### config.mk
export PLATFORM = sky130hd
export DESIGN_NAME = mmio_perf_counters
export DESIGN_NICKNAME = d
export VERILOG_FILES = /design/src/rtl/mmio_perf_counters.sv
export SDC_FILE = /design/constraint.sdc
export NUM_CORES = 1
export LEC_CHECK = 0
export ABC_CLOCK_PERIOD_IN_PS = 2250
export BUFFER_PORTS_ARGS = -buffer_cell sky130_fd_sc_hd__buf_2
export CORE_MARGIN = 2
export CORE_UTILIZATION = 51
export DETAILED_ROUTE_END_ITERATION = 6
export MAX_ROUTING_LAYER = met4
export PLACE_DENSITY = 0.79
export SLEW_MARGIN = 40
export SYNTH_ARGS = -nofsm -noshare
export SYNTH_HDL_FRONTEND = slang
export SYNTH_SLANG_ARGS = --single-unit
### constraint.sdc
create_clock -name clk -period 2.25 [get_ports clk]
set_input_delay 0.45 -clock clk [delete_from_list [all_inputs] [get_ports clk]]
set_output_delay 0.45 -clock clk [all_outputs]
set_load 0.03 [all_outputs]
### src/rtl/mmio_perf_counters.sv
// Performance-counter load window in EXM: free-running cycle and branch counters plus
// an insts/branch snapshot pair, returned registered to the WB-stage load mux.
module mmio_perf_counters (
  input  logic        clk,
  input  logic        rst_n,
  input  logic        stall,
  input  logic [31:0] EXMinst,
  input  logic [31:0] addr,
  input  logic [3:0]  wbe,
  input  logic [31:0] insts,
  output logic [31:0] mmio_rdata,
  output logic        mmio_hit
);

  localparam logic [31:0] ADDR_CYC  = 32'h8000_0010;
  localparam logic [31:0] ADDR_INST = 32'h8000_0014;
  localparam logic [31:0] ADDR_RST  = 32'h8000_0018;
  localparam logic [31:0] ADDR_BR   = 32'h8000_001C;
  localparam logic [6:0]  OP_LOAD   = 7'b0000011;
  localparam logic [6:0]  OP_BRANCH = 7'b1100011;

  typedef enum logic {IDLE, LOCKED} state_t;

  state_t      state, state_next;
  logic [31:0] cyc_cnt, br_cnt, snap_inst, snap_br;
  logic [31:0] rd_value;
  logic        ld, br, clr, capture, accept;
  logic        sel_cyc, sel_inst, sel_rst, sel_br, sel_any;

  // Word-granular decode: byte/halfword loads see the full word and WB masks it.
  assign sel_cyc  = (addr[31:2] == ADDR_CYC[31:2]);
  assign sel_inst = (addr[31:2] == ADDR_INST[31:2]);
  assign sel_rst  = (addr[31:2] == ADDR_RST[31:2]);
  assign sel_br   = (addr[31:2] == ADDR_BR[31:2]);
  assign sel_any  = sel_cyc | sel_inst | sel_rst | sel_br;

  assign ld     = (EXMinst[6:0] == OP_LOAD)   && !stall;
  assign br     = (EXMinst[6:0] == OP_BRANCH) && !stall;
  assign clr    = (wbe != 4'h0) && sel_rst && !stall;
  assign accept = ld && sel_any && !clr;

  // NOTE: every always_comb output gets a default first so no path leaves it
  // unassigned, which is what would otherwise infer a latch.
  always_comb begin
    state_next = state;
    capture    = 1'b0;
    if (clr) begin
      state_next = IDLE;
    end else if (ld && sel_cyc) begin
      state_next = LOCKED;
      capture    = 1'b1;
    end else if (ld && sel_br && state == LOCKED) begin
      state_next = IDLE;
    end
  end

  always_comb begin
    rd_value = '0;
    if (sel_cyc)       rd_value = cyc_cnt;
    else if (sel_inst) rd_value = (state == LOCKED) ? snap_inst : insts;
    else if (sel_br)   rd_value = (state == LOCKED) ? snap_br : br_cnt;
  end

  // NOTE: sequential state uses non-blocking assignments so every register samples
  // pre-edge values; snapshots and read data rely on seeing the old br_cnt/cyc_cnt.
  always_ff @(posedge clk) begin
    if (!rst_n) state <= IDLE;
    else        state <= state_next;
  end

  always_ff @(posedge clk) begin
    if (!rst_n) begin
      cyc_cnt    <= '0;
      br_cnt     <= '0;
      snap_inst  <= '0;
      snap_br    <= '0;
      mmio_rdata <= '0;
      mmio_hit   <= 1'b0;
    end else begin
      cyc_cnt <= clr ? '0 : cyc_cnt + 32'd1;
      if (clr)     br_cnt <= '0;
      else if (br) br_cnt <= br_cnt + 32'd1;

      if (clr) begin
        snap_inst <= '0;
        snap_br   <= '0;
      end else if (capture) begin
        snap_inst <= insts;
        snap_br   <= br_cnt;
      end

      // A stalled EXM instruction is not retired, so the WB-facing outputs hold.
      if (!stall) begin
        mmio_hit <= accept;
        if (accept) mmio_rdata <= rd_value;
      end
    end
  end

endmodule

[Yosys cells after proc, flatten, opt, wreduce, memory -nomap -nowiden]
Cells that the tools add are included.
Storage, ports and cells
  bits in registers: 162
  bits of input ports: 103
  word-level logic and storage cells: 44
Operators by class
  add/subtract/negate cells: 2
  eq/ne operators: 6
  multiplexer cells: 9
  bitwise logic cells: 5
  reductions and logical operators: 15
Operator list (count)
  32-bit 2-to-1 mux: 5
  30-bit == test (second input constant): 4
  32-bit by 1-bit adder with 32-bit output (second input constant): 2
  1-bit logical AND: 9
  7-bit by 2-bit == test with 1-bit output (second input constant): 1
  7-bit == test (second input constant): 1
  1-bit 2-to-1 mux: 4
  4-bit nonzero test: 1
  1-bit OR: 3
  1-bit zero test: 2
  1-bit inverter: 2
  2-bit AND reduction: 1
  2-bit nonzero test: 1
  2-bit OR reduction: 1

[Depth between registers and ports, before layout]
Gate-level depths: netlist (run 1).
  word-level depth: 7
  gate-level depth with buffers: 8
  depth with buffers taken out: 6

[Worst setup path before layout (run 1)]
Ideal clock, no wire load.
  kind: input to register
  from: input stall
  to: register br_cnt[28]
  arrival: 2.072 ns
  slack: 0.108 ns
  stages on the path: 7
  path buffers: 2
  path through: nor4bb_1 buf_2 nand3_1 or4_1 buf_2 or4_1 a21oi_1
Between the ends
  word-level cells in the longest chain between the ends: 3
  elaborated cells between the ends (all ways): 4
  those cells by class: reduce/logical (4)
RTL lines
  start: declaration: RTL line 6  | input logic stall,
  1-bit zero test (*)
  1-bit logical AND: RTL line 39  | assign clr = (wbe != 4'h0) && sel_rst && !stall;
  2-bit OR reduction (no source line)
  end signal: assignment: RTL line 82  | else if (br) br_cnt <= br_cnt + 32'd1;
  end: declaration: RTL line 25  | logic [31:0] cyc_cnt, br_cnt, snap_inst, snap_br;
Mark *: on every way between the ends. The rest lies on a longest branch, timed or not.
A chain may end at the register's enable or synchronous reset.

[Worst setup path in the final report (run 1)]
  from: register br_cnt[4]
  to: register br_cnt[24]
Between the ends
  word-level cells in the longest chain between the ends: 1
RTL lines (RTL line)
  32-bit by 1-bit adder with 32-bit output: 82
No other way between the ends.

==> results of run 1 <==
worst register-to-register path, delay by kind of cell, from the launching register on:
| kind | cells | cell delay, ps |
|---|---|---|
| AND/OR/NAND/NOR | 4 | 1440 |
| flip-flops | 1 | 400 |
| AO/OA/AOI/OAI | 1 | 140 |
cell usage after synthesis (all sizes together), types with 9 or more instances:
| library cell | number | area share (%) |
|---|---|---|
| buf | 30 | 1.8 |
| mux2i | 64 | 8.2 |
| or3 | 12 | 0.96 |
| nor2 | 86 | 4.1 |
| and4 | 15 | 1.7 |
| nand2 | 180 | 8.7 |
| nor3 | 9 | 0.58 |
| o21ai | 43 | 2.8 |
| nand4 | 21 | 1.7 |
| a21oi | 83 | 5.3 |
| xnor2 | 23 | 2.6 |
| nor4 | 10 | 0.80 |
| dfxtp | 162 | 42 |
| nand3 | 57 | 3.7 |
| xor2 | 22 | 2.5 |
| inv | 10 | 0.48 |
| clkbuf | 45 | 2.2 |
| a21boi | 32 | 3.1 |
| a211o | 31 | 3.5 |
placed cells by master (no fill, tap or decap), types with 9 or more instances in the layout:
cell       count
buf_4         55
nand4_1       21
a21boi_1      30
dfxtp_1      161
a21oi_1       83
nor3_1         9
nor4_1        10
nor2_1        85
o21ai_0       43
and4_1        12
nand3_1       56
clkbuf_16     17
or3_1         12
buf_2        108
xnor2_1       23
nand2_1      180
xor2_1        22
mux2i_1       64
buf_12        11
inv_1         10
a211o_1       31
per-stage QoR:
step	setup slack, ps	total power, W	instances	setup TNS [ps]
floorplan	108	0.00310	971	0
global placement	-108	0.00325	1258	-1810
detailed placement	-106	0.00326	1258	-4810
CTS	162	0.00590	1289	0
global route	36.6	0.00603	1289	0
finish	201	0.00587	1289	0
cell families after synthesis:
family | count (synthesis)
flops | 162
compound gates | 197
simple gates | 416
fa+ha+maj | 2
buf+inv | 85
xor+xnor | 45
mux | 64
cell type report:
class | count | area, um2
multi-input combinational | 724 | 4230
tap | 188 | 235
clock inverter | 4 | 22.5
timing repair buffer | 174 | 1170
sequential | 162 | 3250
inverter | 10 | 37.5
clock buffer | 27 | 523
fill | 1277 | 5630
sequential cells by signal, indices dropped and copies added, names as in the netlist:
name / flops
br_cnt: 32
cyc_cnt: 32
mmio_rdata: 32
snap_br: 32
snap_inst: 32
mmio_hit: 1
state: 1
per-layer routing:
metal / track usage [%] / up-vias
met5: - / -
met4: 9.31 / 0
met3: 3.77 / 33
met2: 42.1 / 209
met1: 32.8 / 3420
li1: - / 3608
power by group through the flow:
| stage | Clock [W] | Combinational [W] | Sequential (W) |
|---|---|---|---|
| after detailed placement | 0 | 0.000314 | 0.00294 |
| after floorplan | 0 | 0.000155 | 0.00294 |
| final | 0.00268 | 0.000317 | 0.00288 |
| after global routing | 0.00281 | 0.000347 | 0.00288 |
| after global placement | 0 | 0.000308 | 0.00294 |
| after CTS | 0.00271 | 0.000316 | 0.00288 |
worst paths after layout:
kind / from / end / slack, ps
worst min register to register: mmio_rdata[7] / mmio_rdata[7] / 440
worst max-delay path: br_cnt[4] / br_cnt[24] / 200
worst max register to register: br_cnt[4] / br_cnt[24] / 200
worst min-delay path: insts[28] / snap_inst[28] / 260
timing repair:
item                                    4_1_cts  5_1_grt
endpoints found under the setup margin        0        1
gates resized for setup                       0        1
hold endpoints to repair                      0        0
==> results.txt, run 1 <==
Synth Area in Adders = 0.321%
antenna-violating nets left = 0
Lkg Pwr = 3.38 nW
CTS Buf Count = 17
Main synth FF type = dfxtp_1
via count = 7270
Total GRT Usage = 25.8%
num rows = 45
DP Area = 8920 um2
largest family of logic cells by synthesized area = simple AND/OR/NAND/NOR gates
mux contribution to synthesized area = 8.22%
Synth Register Bits = 162
FFs w/ async S/R, synth = 0%
vias in the first global route = 6767
Seq/Total Area, Yosys = 41.6%
Worst Hold Path Cells = 3
TritonRoute pass-1 iters = 5
io pins = 136
# H-tree levels = 4
Hold WC Path Type = primary input to flop
EDFF count, synth = 0
Die Ht = 128 um
initial core utilization = 51.7%
DIE WIDTH = 128 um
delay-heaviest family, CP = simple AND/OR/NAND/NOR gates
maximum clock path buffer count = 2
synth unique cells = 41
Post-Synthesis Cells = 971
post-CTS setup buffer count = 0
share of cells above drive strength 1 = 19.3%
Register-to-Register Path Depth = 5
Post-Syn Area = 7790 um2
post-synthesis xor/xnor area fraction = 5.06%
WHS = 261 ps
clk sinks = 162
register share of total power = 49.0%
Layout Skew = 6.79 ps
Avg WL per Cell = 15.6 um
Worst setup EP type = flop
Worst setup SP type = flop
post-layout util = 62.7%
Final period util = 91.1%
root buf cell = clkbuf_16
Post-Synth Simple-Gate Area = 24.8%
GP Congestion = 0.857
outcome = finished, final reports clean
syn nets = 1076
Max Fclk = 0.488 GHz
largest vdd supply drop = 0.572 mV
Switch Pwr = 0.00128 W
initial drt markers = 601
first-pass GRT wire length = 32800 um
Cell Pwr Density = 621 nW/um2
arrival time at the worst endpoint = 2410 ps
Switching Share = 21.9%
Hold Vio Cnt, Final = 0
CP Depth = 5
Final min period = 2050 ps
CTS tree = yes
WP buf/inv = 0
Setup CP Type = flop to flop
Post-Route WL = 20100 um
met1 wire length = 9090 um
Mapped Avg Cell Area = 8.03 um2
# DRC = 0
post-synthesis compound-gate area fraction = 15.5%
initial antenna violation count = 0
slowest CP cell = or4_1
Slew headroom = 70.4%
uppermost routed layer = met4
Final Setup Violations = 0
met2 routed WL = 9600 um
Clk pin slew, worst setup/hold paths = 60 ps
clock power share = 45.6%
vias per cell = 5.64
Hold Buf Count CTS = 0
PortBufs = 108
hpwl dp = 14300 um
worst path required time = 2610 ps
Area Overhead vs Synth = 21.4%
core area = 15100 um2
max-cap viol count = 0
clock latency on the worst-skew pair = 430 ps
Layout Nets = 1194
power share of the combinational group = 5.4%
Syn. warnings = 0
Die ar. = 16300 um2
CP Max Fanout = 6
total gr overflow = 0
RSZ-0062 raised after global routing = false
Crit path top cell by count = or4_1
worst slew pin tran = 440 ps
Design Area, Final = 9460 um2
pin count of the biggest net entering global routing = 56
max incr delay on CP = 540 ps
diode count = 0
design internal power = 0.00459 W
crit-path cells = and4_2 -> nand4_1 -> or4_1 -> or4_1 -> a21oi_1
Final Max Slew Viols = 0
Met3 Routed Length = 958 um
Power figures use the tool's default switching activity.
==> inputs of run 2 (changes only) <==
- ABC_CLOCK_PERIOD_IN_PS: 2250 -> 2200
- CELL_PAD_IN_SITES_DETAIL_PLACEMENT: default -> 1
- CELL_PAD_IN_SITES_GLOBAL_PLACEMENT: default -> 1
- CORE_UTILIZATION: 51 -> 41
- PLACE_DENSITY: 0.79 -> 0.81
- clock period: 2.25 -> 2.2 ns (I/O delays scaled with it)
==> run 2 against run 1 <==
Compared with the run above: first-iteration DRC count fell by 28%; non-clock buffer count rose by 5; worst hold slack got worse by 5.1 ps; setup slack got worse by 80 ps; core utilization fell by 11 points; global-route usage rose by 0.30 points; cell count rose by 4.2%; clock power rose by 17%; cell area rose by 2.1%; clock-buffer cell count fell by 8; critical path depth rose by 4; routed wire length rose by 25%; critical endpoint is now cyc_cnt[27].
==> results.txt, run 2 (same netlist as run 1, synthesis figures left out) <==
Hold Buf Count CTS = 0 (unchanged)
Slew headroom = 70.1% (-0.29 points)
share of cells above drive strength 1 = 20.2% (+0.89 points)
# H-tree levels = 4 (unchanged)
Fill cells = 2264 (+77%)
Area Overhead vs Synth = 23.9%
Hold WC Path Type = primary input to flop
clk sinks = 162 (unchanged)
clock latency on the worst-skew pair = 430 ps (about the same)
outcome = finished, final reports clean
Worst setup EP type = flop
PortBufs = 108 (unchanged)
maximum clock path buffer count = 2 (unchanged)
slowest CP cell = nor4b_1
Final Max Slew Viols = 0 (unchanged)
Total GRT Usage = 26.1% (+0.30 points)
total gr overflow = 0 (unchanged)
TritonRoute pass-1 iters = 4 (-1)
Final period util = 94.5%
largest vdd supply drop = 0.434 mV (-24%)
Layout Skew = 6.53 ps (-0.258 ps)
first-pass GRT wire length = 40300 um (+23%)
initial drt markers = 431 (-28%)
# DRC = 0 (unchanged)
pin count of the biggest net entering global routing = 65 (+16%)
hpwl dp = 17000 um (+19%)
Cell Pwr Density = 665 nW/um2 (+7.1%)
max incr delay on CP = 440 ps (-100 ps)
commonest non-fill, non-tap cell in the layout = nand2_1
initial core utilization = 41.7% (-10 points)
Post-Route WL = 25000 um (+25%)
max-cap viol count = 0 (unchanged)
root buf cell = clkbuf_16
Setup CP Type = primary input to flop
initial antenna violation count = 2 (+2)
Final Setup Violations = 0 (unchanged)
Design Area, Final = 9660 um2 (+2.1%)
core area = 18700 um2 (+24%)
io pins = 136 (unchanged)
via count = 7577 (+4.2%)
worst slew pin tran = 443 ps (+2.16 ps)
post-CTS setup buffer count = 0 (unchanged)
Crit path top cell by count = buf_4
CP Max Fanout = 29 (+23)
Lkg Pwr = 3.44 nW (+1.7%)
DIE WIDTH = 142 um (+11%)
most frequent cells in the layout = nand2_1 (180), dfxtp_1 (161), buf_2 (108), nor2_1 (85), a21oi_1 (83)
Layout Nets = 1199 (+0.42%)
RSZ-0062 raised after global routing = false
antenna-violating nets left = 0 (unchanged)
vias per cell = 5.64 (about the same)
Max Fclk = 0.481 GHz
Final min period = 2080 ps
Avg WL per Cell = 18.6 um (+20%)
crit-path cells = buf_2 -> nor4b_1 -> buf_4 -> nand4_1 -> buf_4 -> o41ai_2 -> buf_4 -> buf_12 -> nor2_1
DP Area = 9020 um2 (+1.2%)
num rows = 50 (+11%)
Die Ht = 142 um (+11%)
Die ar. = 20100 um2 (+24%)
CTS Buf Count = 17 (unchanged)
vias in the first global route = 7916 (+17%)
CTS tree = yes
post-cts resize count = 0 (unchanged)
GP Congestion = 0.832 (-3.0%)
post-layout util = 51.6% (-11 points)
Hold Vio Cnt, Final = 0 (unchanged)
Clk pin slew, worst setup/hold paths = 60 ps (about the same)
arrival time at the worst endpoint = 2400 ps (about the same)
Worst setup SP type = primary input
worst path required time = 2520 ps (-90 ps)
## run 2: cell count changes in the layout (fill, tap and decap cells not counted), moves of 2 or more
| cell | previous run | this run |
|---|---|---|
| clkinvlp_4 | 1 | 4 |
| clkinv_4 | 0 | 2 |
| clkbuf_1 | 4 | 0 |
| clkbuf_8 | 6 | 1 |
| diode_2 | 0 | 2 |
| buf_4 | 55 | 59 |
| bufinv_16 | 0 | 3 |
## run 2: final timing paths
kind	startpoint	to	slack (ps)	cells past startpoint
setup reg to reg	br_cnt[5]	br_cnt[30]	190	5
hold reg to reg	mmio_rdata[6]	mmio_rdata[6]	450	2
setup / recovery	addr[27]	cyc_cnt[27]	120	9
hold / removal	insts[8]	snap_inst[8]	260	3
## run 2: final cells by class
cell class,instances,area [um2],share of cell area (%)
multi-input cells,724,4230,43.8
flip-flops and latches,162,3250,33.6
repair buffers,179,1220,12.7
clock buffers,19,464,4.81
well taps,234,293,3.03
clock inverters,13,158,1.63
inverters,10,37.5,0.389
diodes,2,5.00,0.0518
## run 2: per-stage QoR
step                setup slack [ps]  std cells  hold WS [ps]  total power [W]  setup TNS [ps]
finish                           121       1343           255          0.00642               0
global route                    8.21       1343           258          0.00658               0
CTS                             88.5       1341           244          0.00645               0
detailed placement              -336       1309           443          0.00334          -46300
global placement                -292       1309           437          0.00333          -41380
floorplan                       67.8        971           432          0.00317               0
## run 2: layer usage
layer,global-route usage [%],up-vias,wire (um)
met1,31.6,3734,11000
met5,-,-,0
met2,44.2,184,12500
met3,5.23,37,1070
met4,7.79,0,417
li1,-,3622,-
## run 2: worst max-delay path: cells and delay by family
family	cells	cell delay [ps]
buffers and inverters	5	990
AOI/OAI and AO/OA	1	330
and+or+nand+nor	3	620
## run 2: power breakdown
group | switching (W) | leakage (nW) | internal (W) | total (W)
clock network | 0.00126 | 0.296 | 0.00188 | 0.00314
registers | 0.00000681 | 1.31 | 0.00294 | 0.00294
logic | 0.000193 | 1.84 | 0.000146 | 0.000339
total | 0.00146 | 3.44 | 0.00496 | 0.00642
